<file path="src/rtl/ghost_dir_ctrl.sv">
// Per-frame direction scheduler and behaviour-mode timer for one ghost.
// Chooses one legal direction per frame toward a mode-dependent target, reversing only on mode changes.
module ghost_dir_ctrl #(
    parameter int         SCATTER_FRAMES = 210,
    parameter int         CHASE_FRAMES   = 600,
    parameter int         FRIGHT_FRAMES  = 180,
    parameter int         SCATTER_X      = 600,
    parameter int         SCATTER_Y      = 10,
    parameter logic [7:0] LFSR_SEED      = 8'hA5
) (
    input  logic        clk,
    input  logic        resetN,
    input  logic        startOfFrame,
    input  logic        collision,
    input  logic [10:0] ghostX,
    input  logic [10:0] ghostY,
    input  logic [10:0] pacmanX,
    input  logic [10:0] pacmanY,
    input  logic        powerPellet,
    output logic [1:0]  direction,
    output logic [1:0]  mode,
    output logic        frightened
);

    typedef enum logic [1:0] {IDLE = 2'd0, SCATTER = 2'd1, CHASE = 2'd2, FRIGHT = 2'd3} mode_t;

    localparam int MAX_SC     = (SCATTER_FRAMES > CHASE_FRAMES) ? SCATTER_FRAMES : CHASE_FRAMES;
    localparam int MAX_FRAMES = (MAX_SC > FRIGHT_FRAMES) ? MAX_SC : FRIGHT_FRAMES;
    localparam int CW         = $clog2(MAX_FRAMES + 1);

    mode_t              state, next_state;
    logic [CW-1:0]      count, next_count;
    logic [7:0]         lfsr;
    logic               blocked, changed;
    logic [1:0]         blocked_dir, next_dir;

    logic [10:0]        tgt_x, tgt_y;
    logic signed [11:0] dx, dy;
    logic [11:0]        adx, ady;
    logic [1:0]         horiz, vert, prim, sec, rev_dir, start, excl_dir;
    logic               excl_valid, decide;

    // Returns the first of six packed candidates (MSB first) that is neither the reverse nor blocked.
    function automatic logic [1:0] first_free(input logic [11:0] cands, input logic [1:0] rev,
                                              input logic bv, input logic [1:0] bd);
        logic [1:0] r;
        logic [1:0] c;
        logic       found;
        r     = cands[11:10];
        found = 1'b0;
        for (int i = 0; i < 6; i++) begin
            c = cands[11 - 2*i -: 2];
            if (!found && c != rev && !(bv && c == bd)) begin
                r     = c;
                found = 1'b1;
            end
        end
        return r;
    endfunction

    always_comb begin
        next_state = state;
        next_count = count;
        if (powerPellet && state != IDLE) begin
            next_state = FRIGHT;
            next_count = CW'(FRIGHT_FRAMES);
        end else if (startOfFrame) begin
            case (state)
                IDLE: begin
                    next_state = SCATTER;
                    next_count = CW'(SCATTER_FRAMES);
                end
                SCATTER: begin
                    if (count == CW'(1)) begin
                        next_state = CHASE;
                        next_count = CW'(CHASE_FRAMES);
                    end else next_count = count - CW'(1);
                end
                default: begin
                    if (count == CW'(1)) begin
                        next_state = (state == CHASE) ? SCATTER : CHASE;
                        next_count = (state == CHASE) ? CW'(SCATTER_FRAMES) : CW'(CHASE_FRAMES);
                    end else next_count = count - CW'(1);
                end
            endcase
        end
    end

    assign tgt_x = (state == SCATTER) ? 11'(SCATTER_X) : pacmanX;
    assign tgt_y = (state == SCATTER) ? 11'(SCATTER_Y) : pacmanY;
    assign dx    = $signed({tgt_x[10], tgt_x}) - $signed({ghostX[10], ghostX});
    assign dy    = $signed({tgt_y[10], tgt_y}) - $signed({ghostY[10], ghostY});
    assign adx   = dx[11] ? $unsigned(-dx) : $unsigned(dx);
    assign ady   = dy[11] ? $unsigned(-dy) : $unsigned(dy);
    assign horiz = (!dx[11] && dx != 12'sd0) ? 2'd2 : 2'd3;
    assign vert  = (!dy[11] && dy != 12'sd0) ? 2'd1 : 2'd0;
    assign prim  = (adx >= ady) ? horiz : vert;
    assign sec   = (adx >= ady) ? vert : horiz;

    assign rev_dir    = direction ^ 2'b01;
    assign start      = lfsr[1:0];
    // A collision in the decision cycle counts as if it had been latched earlier.
    assign excl_valid = blocked | collision;
    assign excl_dir   = collision ? direction : blocked_dir;
    assign decide     = startOfFrame && state != IDLE;

    always_comb begin
        if (changed || next_state != state)
            next_dir = rev_dir;
        else if (state == FRIGHT)
            next_dir = first_free({start, start + 2'd1, start + 2'd2, start + 2'd3, start, start},
                                  rev_dir, excl_valid, excl_dir);
        else
            next_dir = first_free({prim, sec, 2'd0, 2'd3, 2'd1, 2'd2}, rev_dir, excl_valid, excl_dir);
    end

    always_ff @(posedge clk) begin
        if (!resetN) begin
            state       <= IDLE;
            count       <= '0;
            lfsr        <= LFSR_SEED;
            direction   <= 2'd3;
            frightened  <= 1'b0;
            blocked     <= 1'b0;
            blocked_dir <= 2'd0;
            changed     <= 1'b0;
        end else begin
            lfsr       <= {lfsr[6:0], lfsr[7] ^ lfsr[5] ^ lfsr[4] ^ lfsr[3]};
            state      <= next_state;
            count      <= next_count;
            frightened <= (next_state == FRIGHT);
            if (decide) begin
                direction <= next_dir;
                blocked   <= 1'b0;
                changed   <= 1'b0;
            end else begin
                if (collision) begin
                    blocked     <= 1'b1;
                    blocked_dir <= direction;
                end
                // Entry from IDLE is not a reversal-triggering change.
                if (next_state != state && state != IDLE) changed <= 1'b1;
            end
        end
    end

    assign mode = state;

endmodule

</file>
<file path="config.mk">
export PLATFORM = sky130hd
export DESIGN_NAME = ghost_dir_ctrl
export DESIGN_NICKNAME = d
export VERILOG_FILES = /design/src/rtl/ghost_dir_ctrl.sv
export SDC_FILE = /design/constraint.sdc
export NUM_CORES = 1
export LEC_CHECK = 0
export BUFFER_PORTS_ARGS = -buffer_cell sky130_fd_sc_hd__buf_2
export CAP_MARGIN = 20
export CORE_ASPECT_RATIO = 0.7
export CORE_MARGIN = 2
export CORE_UTILIZATION = 50
export CTS_BUF_LIST = sky130_fd_sc_hd__clkbuf_2
export CTS_CLUSTER_SIZE = 24
export DETAILED_ROUTE_END_ITERATION = 16
export GPL_TIMING_DRIVEN = 1
export PLACE_DENSITY = 0.73
export SLEW_MARGIN = 20
export SYNTH_ARGS = -nofsm -noshare
export SYNTH_HDL_FRONTEND = slang
export SYNTH_SLANG_ARGS = --single-unit
export TNS_END_PERCENT = 30
</file>
<file path="constraint.sdc">
create_clock -name clk -period 6 [get_ports clk]
set_input_delay 0.6 -clock clk [delete_from_list [all_inputs] [get_ports clk]]
set_output_delay 0.6 -clock clk [all_outputs]
set_load 0.01 [all_outputs]
</file>
==> results.toml <==
[status]
run_status = "finished clean"

[logic_synthesis]
synth.cell_area_sq_um = 3760
syn_inst = 525
ys_types = 69
async_flop_share_pct = 0
synth-seq-area-share_pct = 14.4
synth_edf_count = 0
synth_nets = 614
synth_seq_cells = 27
yosysTopAreaCell = "dfxtp_1"
syn_area_per_cell_sq_um = 7.17
synth-main-ff-cell = "dfxtp_1"
yosysWarnings = 0
synth.area.top_cells = "dfxtp_1, ha_1, xnor2_1, nor2_1, nand2_1"
yosys.area.top_type_share_pct = 14.4

[clock_tree]
cts_buffer_depth = 2
hold_buffers = 0
clock_latency_ps = 390
cts_tree = "done"
cts_setup_buffers = 0
clock-sinks = 27
clkTransAtPathRegs_ps = 280
htreeDepth = 1
cts_buffers = 3
cts-root-buf = "clkbuf_2"
cts_resized = 0

[pwr]
p_int_uw = 613
p_sw_uw = 621
seqPwrFrac_pct = 20.4
p_per_area_nw_per_um2 = 299
vdd_drop_max_v = 0.000126
power_uw = 1230
power_leakage_uw = 0.00190
clockPowerShare_pct = 6.1
power_frac_comb_pct = 73.6
p_sw_share_pct = 50.3

[floorplan]
num_rows = 26
initial_core_util_pct = 51.6
die-area_sq_um = 8250
ios = 54
die_h_microns = 76.6
core-area_sq_um = 7290
fp.dieW_microns = 108

[finish]
n_fill_cell = 706
final_util_pct = 56.6
multi_input_area_sq_um = 3010
antennaDiodeCount = 0
area_growth_pct = 9.57
fin_nets = 656
seqCellArea_sq_um = 542
drive_gt1_share_pct = 14.0

[hold_path]
hp-class = "reg -> reg"

[sta]
hold_viol = 0
drv_slew = 0
max-slew-margin-rel_pct = 52.7
max_freq_ghz = 0.182
period_share_pct = 91.8
tns_ps = 0
hold_ws_ps = 460
setup_viol = 0
period_minus_slack_ps = 5510
skew_ps = 20.4
worst_slack_ps = 493
tightest_slew_ps = 691

[routing]
vias = 3735
firstDrtPassIters = 5
drt_first_iter_violations = 188
ant_nets = 0
wl_per_cell_microns = 13.2
drt_wl_total_mm = 8.77
drc_errors = 0
avgViaCountPerCell = 5.63

[worst_setup_path]
path_cells = "nand2b_2 > buf_4 > and2_1 > ha_1 > o211ai_1 > a21oi_1 > o31ai_1 > a21oi_1 > o31ai_1 > nand2b_1 > nor2_1 > nor2_1 > xor2_1 > ha_1 > a21o_1 > a221o_1 > inv_1 > nand3_1 > and2_1 > a32oi_1 > mux2i_1 > o2bb2ai_1 > a221oi_2"
crit_required_ps = 6340
cp-end-kind = "flop"
crit_path_max_fanout = 15
max_stage_delay_ps = 610
arrival_ps = 5840
cp_num_buf_inv = 2
cp-start-kind = "flop"
critPathKind = "reg -> reg"
cp_top_family = "compound AO/OA/AOI/OAI gates"
cp_slowest_cell = "dfxtp_1"

[global_routing]
grt_max_degree = 24
antenna_found_initial = 0
grt_pass1_vias = 3438
grt_pass1_wl_mm = 15.1
grt_usage_pct = 21.2
overflow = 0

[flow_run]
cap_violations = 0

[placement]
place.gp.congestion = 0.966
pre_cts_ws_ps = 312
dpl.hpwl_mm = 7.00
portBuffers = 53
## power groups by stage
stage                     combinational (uW)  clock [uW]  sequential, uW
after floorplan                          737           0             226
after global placement                   869           0             253
after detailed placement                 891           0             254
after CTS                                897        78.6             250
after global routing                    1020        84.0             257
final                                    908        74.7             252
## cell usage after synthesis, types with 6 or more instances
library cell and n:
nor2b_1 7, ha_1 38, nor2_1 53, nor3_1 9, nand2b_1 22, inv_1 38, o21ai_0 24, a21oi_1 38
xor2_1 20, nand3_1 12, clkbuf_1 16, dfxtp_1 27, or3_1 6, o21a_1 6, a31oi_1 6, nand2_1 52
and2_1 23, a21o_1 10, xnor2_1 25
## sequential cells by signal, summed over array words and instances, names as in the netlist
register and flops:
direction 2, blocked_dir 2, count 10, mode 2, frightened 1, changed 1, blocked 1, lfsr 8
## final timing paths
kind	slack (ps)	to	cells after the start	from
min	460	lfsr[7]	1	lfsr[6]
min reg2reg	460	lfsr[7]	1	lfsr[6]
max reg2reg	490	direction[1]	23	mode[0]
max	490	direction[1]	23	mode[0]
## layout by cell type (no fill, tap or decap), drive strengths merged, types with 4 or more instances in the layout
| cell type | instances |
|---|---|
| a22oi | 5 |
| nor2 | 53 |
| nor2b | 7 |
| ha | 38 |
| and2 | 23 |
| nand2b | 22 |
| a21o | 10 |
| and3 | 4 |
| nand3 | 13 |
| o21a | 6 |
| a31oi | 6 |
| a21oi | 38 |
| o21ai | 28 |
| or2 | 4 |
| o31ai | 4 |
| a21boi | 4 |
| xnor2 | 26 |
| dfxtp | 27 |
| a221oi | 5 |
| nand2 | 52 |
| inv | 38 |
| buf | 55 |
| or3 | 6 |
| nor3 | 9 |
| xor2 | 20 |
## stage by stage
stage / instance area [sq um] / cells
after CTS: 4120 / 664
final: 4120 / 664
after floorplan: 3760 / 525
after global placement: 4100 / 660
after global routing: 4120 / 664
after detailed placement: 4100 / 660
## cell families (layout without fill, tap and decap cells)
| logic type | after synthesis | after routing | synth area share, % |
|---|---|---|---|
| buf+inv | 56 | 97 | 5.62 |
| mux | 6 | 6 | 1.70 |
| xor+xnor | 46 | 46 | 10.9 |
| fa+ha+maj | 40 | 40 | 13.7 |
| simple gates | 210 | 210 | 28.2 |
| flops | 27 | 27 | 14.4 |
| compound gates | 140 | 140 | 25.5 |
## routing by layer
layer | routed length [microns] | part of all wire (%) | global-route usage, %
met1 | 4530 | 52 | 31.7
met2 | 3740 | 43 | 33.6
met3 | 472 | 5.4 | 2.65
met4 | 29 | 0.33 | 1.92
met5 | 0 | 0 | 0
## area by class of cell
type	count	share of cell area, %
multi-input combinational	442	73.1
tap	98	2.97
timing repair buffer	55	6.80
clock inverter	1	0.182
inverter	38	3.46
sequential	27	13.1
clock buffer	3	0.364
No activity file was read; power rests on OpenSTA's default activity.
